==> config.mk <==
export PLATFORM = sky130hd
export DESIGN_NAME = cache_refill_ctrl
export DESIGN_NICKNAME = d
export VERILOG_FILES = /design/src/rtl/cache_refill_ctrl.sv
export SDC_FILE = /design/constraint.sdc
export NUM_CORES = 1
export LEC_CHECK = 0
export CORE_MARGIN = 3
export CORE_UTILIZATION = 40
export CTS_BUF_LIST = sky130_fd_sc_hd__clkbuf_16
export CTS_CLUSTER_DIAMETER = 40
export DETAILED_ROUTE_END_ITERATION = 10
export PLACE_DENSITY_LB_ADDON = 0.2
export SYNTH_ARGS = -nofsm -noshare
export SYNTH_HDL_FRONTEND = slang
export SYNTH_SLANG_ARGS = --single-unit
==> constraint.sdc <==
create_clock -name clk -period 7.7 [get_ports clk]
set_input_delay 1.155 -clock clk [delete_from_list [all_inputs] [get_ports clk]]
set_output_delay 1.155 -clock clk [all_outputs]
set_load 0.01 [all_outputs]
==> src/rtl/cache_refill_ctrl.sv <==
// Miss/refill and write-through sequencer for a 16-set direct-mapped cache with 4-word lines.
// Load misses fetch the block word by word, then write the assembled line in one cycle.
module cache_refill_ctrl #(
   parameter int ADDR_WIDTH  = 32,
   parameter int DATA_WIDTH  = 32,
   parameter int BLOCK_WORDS = 4,
   parameter int CNT_WIDTH   = 32
) (
   input  logic                              clk,
   input  logic                              rst,
   input  logic                              cpu_req,
   input  logic                              cpu_we,
   input  logic [1:0]                        cpu_size,
   input  logic [ADDR_WIDTH-1:0]             cpu_addr,
   input  logic [DATA_WIDTH-1:0]             cpu_wdata,
   input  logic                              cache_hit,
   output logic                              stall,
   output logic                              mem_req,
   output logic                              mem_we,
   output logic [1:0]                        mem_size,
   output logic [ADDR_WIDTH-1:0]             mem_addr,
   output logic [DATA_WIDTH-1:0]             mem_wdata,
   input  logic                              mem_ack,
   input  logic [DATA_WIDTH-1:0]             mem_rdata,
   output logic                              fill_we,
   output logic [3:0]                        fill_index,
   output logic [ADDR_WIDTH-9:0]             fill_tag,
   output logic [BLOCK_WORDS*DATA_WIDTH-1:0] fill_line,
   output logic [CNT_WIDTH-1:0]              hit_count,
   output logic [CNT_WIDTH-1:0]              miss_count
);

   typedef enum logic [2:0] {
      S_IDLE,
      S_REFILL,
      S_FILL,
      S_WRITE,
      S_RESUME
   } state_t;

   state_t                             state_q, state_d;
   logic [1:0]                         word_cnt_q;
   logic [ADDR_WIDTH-1:0]              addr_q;
   logic [DATA_WIDTH-1:0]              wdata_q;
   logic [1:0]                         size_q;
   logic [BLOCK_WORDS*DATA_WIDTH-1:0]  line_q;
   logic [CNT_WIDTH-1:0]               hit_cnt_q;
   logic [CNT_WIDTH-1:0]               miss_cnt_q;

   logic load_hit, load_miss, store_acc, last_word;

   assign load_hit  = cpu_req & ~cpu_we & cache_hit;
   assign load_miss = cpu_req & ~cpu_we & ~cache_hit;
   assign store_acc = cpu_req & cpu_we;
   assign last_word = (word_cnt_q == 2'(BLOCK_WORDS - 1));

   always_ff @(posedge clk) begin
      if (rst) state_q <= S_IDLE;
      else     state_q <= state_d;
   end

   always_comb begin
      state_d  = state_q;
      stall    = 1'b0;
      mem_req  = 1'b0;
      mem_we   = 1'b0;
      mem_size = 2'b00;
      mem_addr = '0;
      fill_we  = 1'b0;
      case (state_q)
         S_IDLE: begin
            stall = cpu_req & (cpu_we | ~cache_hit);
            if (store_acc)      state_d = S_WRITE;
            else if (load_miss) state_d = S_REFILL;
         end
         S_REFILL: begin
            stall    = 1'b1;
            mem_req  = 1'b1;
            mem_addr = {addr_q[ADDR_WIDTH-1:4], word_cnt_q, 2'b00};
            if (mem_ack && last_word) state_d = S_FILL;
         end
         S_FILL: begin
            stall   = 1'b1;
            fill_we = 1'b1;
            state_d = S_RESUME;
         end
         S_WRITE: begin
            stall    = 1'b1;
            mem_req  = 1'b1;
            mem_we   = 1'b1;
            mem_size = size_q;
            mem_addr = addr_q;
            if (mem_ack) state_d = S_RESUME;
         end
         S_RESUME: state_d = S_IDLE;
         default:  state_d = S_IDLE;
      endcase
   end

   // Datapath registers; only IDLE samples the cpu_* inputs, so they may change freely while stalled.
   always_ff @(posedge clk) begin
      if (rst) begin
         word_cnt_q <= '0;
         addr_q     <= '0;
         wdata_q    <= '0;
         size_q     <= '0;
         line_q     <= '0;
         hit_cnt_q  <= '0;
         miss_cnt_q <= '0;
      end else begin
         case (state_q)
            S_IDLE: begin
               if (store_acc) begin
                  addr_q  <= cpu_addr;
                  wdata_q <= cpu_wdata;
                  size_q  <= (cpu_size == 2'b11) ? 2'b00 : cpu_size;
               end else if (load_miss) begin
                  addr_q     <= cpu_addr;
                  word_cnt_q <= '0;
                  if (miss_cnt_q != '1) miss_cnt_q <= miss_cnt_q + 1'b1;
               end else if (load_hit) begin
                  if (hit_cnt_q != '1) hit_cnt_q <= hit_cnt_q + 1'b1;
               end
            end
            S_REFILL: begin
               if (mem_ack) begin
                  for (int i = 0; i < BLOCK_WORDS; i++) begin
                     if (word_cnt_q == i[1:0])
                        line_q[i*DATA_WIDTH +: DATA_WIDTH] <= mem_rdata;
                  end
                  if (!last_word) word_cnt_q <= word_cnt_q + 1'b1;
               end
            end
            default: ;
         endcase
      end
   end

   assign mem_wdata  = wdata_q;
   assign fill_index = addr_q[7:4];
   assign fill_tag   = addr_q[ADDR_WIDTH-1:8];
   assign fill_line  = line_q;
   assign hit_count  = hit_cnt_q;
   assign miss_count = miss_cnt_q;

endmodule

==> results of run 1 <==
metrics by stage:
step	hold slack (ps)	setup slack [ps]
2_1_floorplan	427.3	4281
3_3_place_gp	435.7	3584
3_5_place_dp	443.1	3556
4_1_cts	448.7	3797
5_1_grt	464.9	3686
6_report	447.5	3830
logic make-up after synthesis:
| kind of cell | Yosys count | synth area share [%] |
|---|---|---|
| fa+ha+maj | 6 | 0.7054 |
| flops | 263 | 49.47 |
| compound gates | 309 | 15.65 |
| buf+inv | 129 | 5.631 |
| xor+xnor | 12 | 0.9876 |
| mux | 8 | 0.8112 |
| simple gates | 632 | 26.75 |
area by class of cell:
type | count | area share [%]
Sequential cell | 263 | 32.99
Multi-Input combinational cell | 967 | 29.99
Timing Repair Buffer | 409 | 25.42
Clock buffer | 41 | 6.428
Tap cell | 335 | 2.626
Clock inverter | 33 | 2.172
Inverter | 14 | 0.3293
Antenna cell | 3 | 0.04704
worst reg2reg max path, delay by kind of cell (launching register included):
kind	cells	cell delay, ps
muxes	1	280
and+or+nand+nor	3	920
DFF	1	400
AOI/OAI and AO/OA	1	840
adders and majority gates	1	230
buffers and inverters	1	330
registers in the layout (all words and copies together) (netlist names):
register,flops
size_q,2
addr_q,32
word_cnt_q,2
mem_wdata,32
state_q,3
hit_count,32
fill_line,128
miss_count,32
placed cells by master (no fill, tap or decap), types with 4 or more instances in the layout:
cell | Yosys | layout
nand4_1 | 14 | 14
dfxtp_1 | 263 | 263
o31ai_1 | 24 | 23
and3_1 | 8 | 8
o21ai_0 | 26 | 26
nor3_1 | 8 | 8
bufinv_16 | 0 | 6
clkinv_1 | 0 | 7
xor2_1 | 9 | 9
or4_1 | 23 | 23
a21oi_1 | 242 | 242
nor4_1 | 8 | 8
clkdlybuf4s50_1 | 0 | 392
nand3_1 | 24 | 24
nor2_1 | 35 | 34
o311ai_0 | 4 | 4
inv_1 | 14 | 19
and4_1 | 7 | 7
nor2b_1 | 6 | 6
or3_1 | 27 | 27
mux2_2 | 5 | 5
and2_1 | 36 | 36
ha_1 | 6 | 6
buf_4 | 28 | 16
nand2_1 | 419 | 419
clkbuf_16 | 0 | 41
inv_6 | 0 | 8
nand2b_1 | 5 | 5
final timing paths:
check | startpoint | to | depth (start not counted)
min | size_q[0] | size_q[0] | 2
max | cpu_we | stall | 5
min reg2reg | size_q[0] | size_q[0] | 2
max reg2reg | miss_count[0] | miss_count[11] | 7
power breakdown:
| part | total (mW) | switching (mW) | internal, mW | leakage, nW |
|---|---|---|---|---|
| sequential | 1.41 | 0.0201 | 1.39 | 2.13 |
| clock | 1.85 | 0.664 | 1.18 | 0.690 |
| combinational | 0.266 | 0.136 | 0.130 | 2.54 |
| total | 3.52 | 0.821 | 2.70 | 5.35 |
layer usage:
metal  vias to the layer above  wire (um)  GRT usage [%]
met4                         0       1543          10.17
met3                        90       3027          7.216
li1                       5274          -              -
met2                       416      16590          39.23
met1                      4968      14220          27.44
met5                         -          0              0
==> metrics.txt, run 1 <==
Syn Std Cell Area 10640 sq um; RePlAce Congestion 0.8377; Layout Cells excl Fill 2065; fin crit share 50.26%; # H-tree levels 2; Global Route Usage Sum 23.27%; register area share after synthesis 49.47%; Slew @ Worst Pin 1162 ps; DIE AREA 28600 sq um; Avg Cell Area, Syn 7.831 sq um; Finished Cell Area 15960 sq um; footprint of the multi-input gates 4786 sq um; #FFs+latches synth 263; CTS root buf clkbuf_16; CP Buf/Inv Count 2; DRT Wirelength 35380 um; Area Growth Syn to Fin 49.96%; worst min path class flip-flop to flip-flop; fill count 2312; EDFF count, synth 0; clk_skew 19.82 ps; routed vias 10750; Crit-path slowest cell clkdlybuf4s50_1; r2r setup slk 4590 ps; initial DRC count 753; crit-path max FO 8; Final Hold Viols 0; Worst EP arrival 2710 ps; final setup violation count 0; nets@finish 1806; core area 26130 sq um; Die W 169.1 um; critical path class input port to output port; Slew Limit Headroom 22.52%; clock transition at the registers of the reported paths 40 ps; placed instance area 14580 sq um; Remaining DRCs 0; Avg WL per Cell 17.13 um; first-pass GRT wire length 54180 um; post-DR vias/cell 5.205; Mapped Cells 1359; hold-fix buffers at CTS 0; Vert. Die Dim 169.1 um; share of cells above drive strength 1 5.327%; register area 5265 sq um; worst vdd ir 202.9 uV; crit end category output port; ranking of synthesized cells by area dfxtp_1 (49%), nand2_1 (15%), a21oi_1 (11%); status complete, no violations; Cell Chain, Critical Path clkdlybuf4s50_1 -> nand2b_1 -> a211oi_1 -> nor2_1 -> clkdlybuf4s50_1; First-pass DRT Iterations 7; Crit path top cell by count clkdlybuf4s50_1; post-layout min period 3870 ps; IO Pins 394; Starting Density 40.73%; CP max stage delay 590 ps; LEAKAGE 5.355 nW; ys async rst share 0%; RSZ-0062 raised after global routing no; later-pin clock latency in the skew report 520 ps; kind of cell adding the most delay to the critical path buffers and inverters; largest area contributor in the netlist dfxtp_1; Req. time, crit path 6550 ps; Tot Pwr 3.525 mW; largest net degree at the start of global routing 161; Clock Sinks 263; vias in the first global route 10130; Yosys top cell area share 49.47%; synthesis warning total 0; HPWL Detailed 24140 um; Synth Net Count 1469; Yosys cell types 43; Critical Path Start Type input port; Synth Flop Type dfxtp_1; Commonest cells post-synth nand2_1 (419), dfxtp_1 (263), a21oi_1 (242); Placement Rows 59; Sum Neg Setup Slack 0 ps; grt ovf 0; dominant cell by count in the synthesized netlist nand2_1; cell area power density 220.8 nW/um^2; Resize count post-CTS 0; DRT antenna net count 0; max cap viols 0; post-CTS setup buffers 0; clock buffer depth 3; I/O Buffers 393; Max Slew Vio Count 0; Fmax 258.4 MHz; CTS tree yes; Num CTS Buffers 41; Placed Cells 1988; Util after Layout 61.07%; antenna violations before repair 1
(Power assumes the default switching activity.)
==> run 2, diff against run 1 <==
==> constraint.sdc (replaced) <==
create_clock -name clk -period 3.34 [get_ports clk]
set_input_delay 0.501 -clock clk [delete_from_list [all_inputs] [get_ports clk]]
set_output_delay 0.501 -clock clk [all_outputs]
set_load 0.01 [all_outputs]
==> run 2 against run 1 <==
Clock power grew 130%. Sequential cell count is the same. Clock skew is 0.74 ps higher. Count of clock-buffer cells in the layout unchanged. Largest cell class unchanged. Highest routed layer unchanged. Critical path depth shrank 1. First-iteration DRC count up 7.2%. Total power rose by 130%. Final area grew 0.45%.
==> metrics.txt, run 2 (synthesis gave the netlist of run 1 again) <==
design internal power 6.162 mW (+130%); Largest register FFs 128 (unchanged); status complete, no violations; Remaining DRCs 0 (unchanged); # H-tree levels 2 (unchanged); initial DRC count 807 (+7.2%); share of cells above drive strength 1 6.157% (+0.83 points); Vert. Die Dim 169.1 um (unchanged); Clock Sinks 263 (unchanged); antenna violations before repair 1 (unchanged); Critical Path Start Type flip-flop; power share of the sequential group 40.4% (+0.3 points); Placed Cells 1997 (+0.45%); Die W 169.1 um (unchanged); Tot Pwr 8.056 mW (+130%); Slew @ Worst Pin 1073 ps (-89.53 ps); fill count 2284 (-1.2%); Slew Limit Headroom 28.49% (+6.0 points); worst vdd ir 491.1 uV (+140%); net switching power 1.894 mW (+130%); crit end category output port; DRT antenna net count 0 (unchanged); worst min path class flip-flop to flip-flop; first-pass GRT wire length 54930 um (+1.4%); pre-CTS setup slack 119.7 ps (-3437 ps); cell area power density 502.5 nW/um^2 (+130%); Logic pwr share 7.8% (+0.2 points); Crit-path slowest cell inv_1; RSZ-0062 raised after global routing no; setup ws final 251.2 ps (-3579 ps); post-CTS setup buffers 0 (unchanged); RePlAce Congestion 0.8108 (-3.2%); I/O Buffers 393 (unchanged); CTS tree yes; Placement Rows 59 (unchanged); most frequent cells in the layout nand2_1 (419), clkdlybuf4s50_1 (392), dfxtp_1 (263); fin crit share 92.48%; hold path cells 2 (unchanged); post-DR vias/cell 5.178 (-0.51%); DRT Wirelength 35340 um (-0.11%); max cap viols 0 (unchanged); clk_skew 20.56 ps (+0.7365 ps); Max Slew Vio Count 0 (unchanged); HPWL Detailed 24320 um (+0.74%); later-pin clock latency in the skew report 520 ps (about the same); Global Route Usage Sum 23.50% (+0.23 points); Req. time, crit path 2840 ps (-3710 ps); cells on worst reg2reg path 5 (-2); CTS root buf clkbuf_16; First-pass DRT Iterations 8 (+1); routed vias 10740 (-0.074%); Resize count post-CTS 0 (unchanged); Fmax 323.8 MHz; DIE AREA 28600 sq um (unchanged); core area 26130 sq um (unchanged); Starting Density 40.73% (unchanged); Final Hold Viols 0 (unchanged); register area 5265 sq um (unchanged); footprint of the multi-input gates 4786 sq um (unchanged); final setup violation count 0 (unchanged); post-layout min period 3089 ps; leading cell type in the layout, fill and taps excluded nand2_1; grt ovf 0 (unchanged); IO Pins 394 (unchanged); clock transition at the registers of the reported paths 50 ps (about the same); critical path class flip-flop to output port; Sum Neg Setup Slack 0 ps (unchanged); CP max stage delay 600 ps (about the same); vias in the first global route 10000 (-1.3%); hold-fix buffers at CTS 0 (unchanged); clock power share 51.8% (-0.5 points); Layout Cells excl Fill 2074 (+0.44%); LEAKAGE 5.383 nW (+0.52%); Cell Chain, Critical Path nand2b_1 -> inv_1 -> and2_1 -> clkdlybuf4s50_1; Num CTS Buffers 41 (unchanged); Sw Share 23.51% (+0.22 points); clock buffer depth 3 (unchanged); largest net degree at the start of global routing 154 (-4.3%); crit-path max FO 30 (+22); Worst EP arrival 2590 ps (-120 ps); Avg WL per Cell 17.04 um (-0.55%); Area Growth Syn to Fin 50.65%; nets@finish 1816 (+0.55%)
## run 2: power groups by stage
| stage | logic (mW) | clock network (mW) | registers, mW |
|---|---|---|---|
| 6_report | 0.627 | 4.17 | 3.26 |
| 4_1_cts | 0.634 | 4.25 | 3.26 |
| 5_1_grt | 0.682 | 4.39 | 3.26 |
| 2_1_floorplan | 0.266 | 0 | 3.33 |
| 3_5_place_dp | 0.630 | 0 | 3.32 |
| 3_3_place_gp | 0.625 | 0 | 3.32 |
## run 2: through the flow
stage	utilization (%)	area, sq um	hold WS, ps
after floorplan	-	10640	427.3
after global placement	56.15	14670	434.6
after detailed placement	56.15	14670	441.7
after CTS	61.32	16030	447.3
after global routing	61.35	16030	463.4
final	61.35	16030	442.2
## run 2: critical path, delay by kind of cell, from the launching register on
family | cells | cell delay, ps
flops | 1 | 470
buf+inv | 2 | 1160
simple gates | 2 | 450
## run 2: area by class of cell
type	instances	share of cell area, %
flip-flops and latches	263	32.84
multi-input cells	967	29.85
repair buffers	419	25.92
clock buffers	41	6.399
well taps	335	2.614
clock inverters	34	2.037
inverters	14	0.3278
diodes	1	0.01561
## run 2: layer usage
| layer | vias up | wire (um) | GRT usage (%) |
|---|---|---|---|
| met5 | - | 0 | 0 |
| met4 | 0 | 1078 | 8.108 |
| met3 | 65 | 2892 | 6.212 |
| met1 | 4990 | 14380 | 28.48 |
| li1 | 5282 | - | - |
| met2 | 403 | 16990 | 40.58 |
## run 2: final timing paths
kind	start	endpoint	slack, ps
max	state_q[0]	mem_addr[7]	250
min	size_q[0]	size_q[0]	440
max reg2reg	state_q[1]	miss_count[27]	650
min reg2reg	size_q[0]	size_q[0]	440
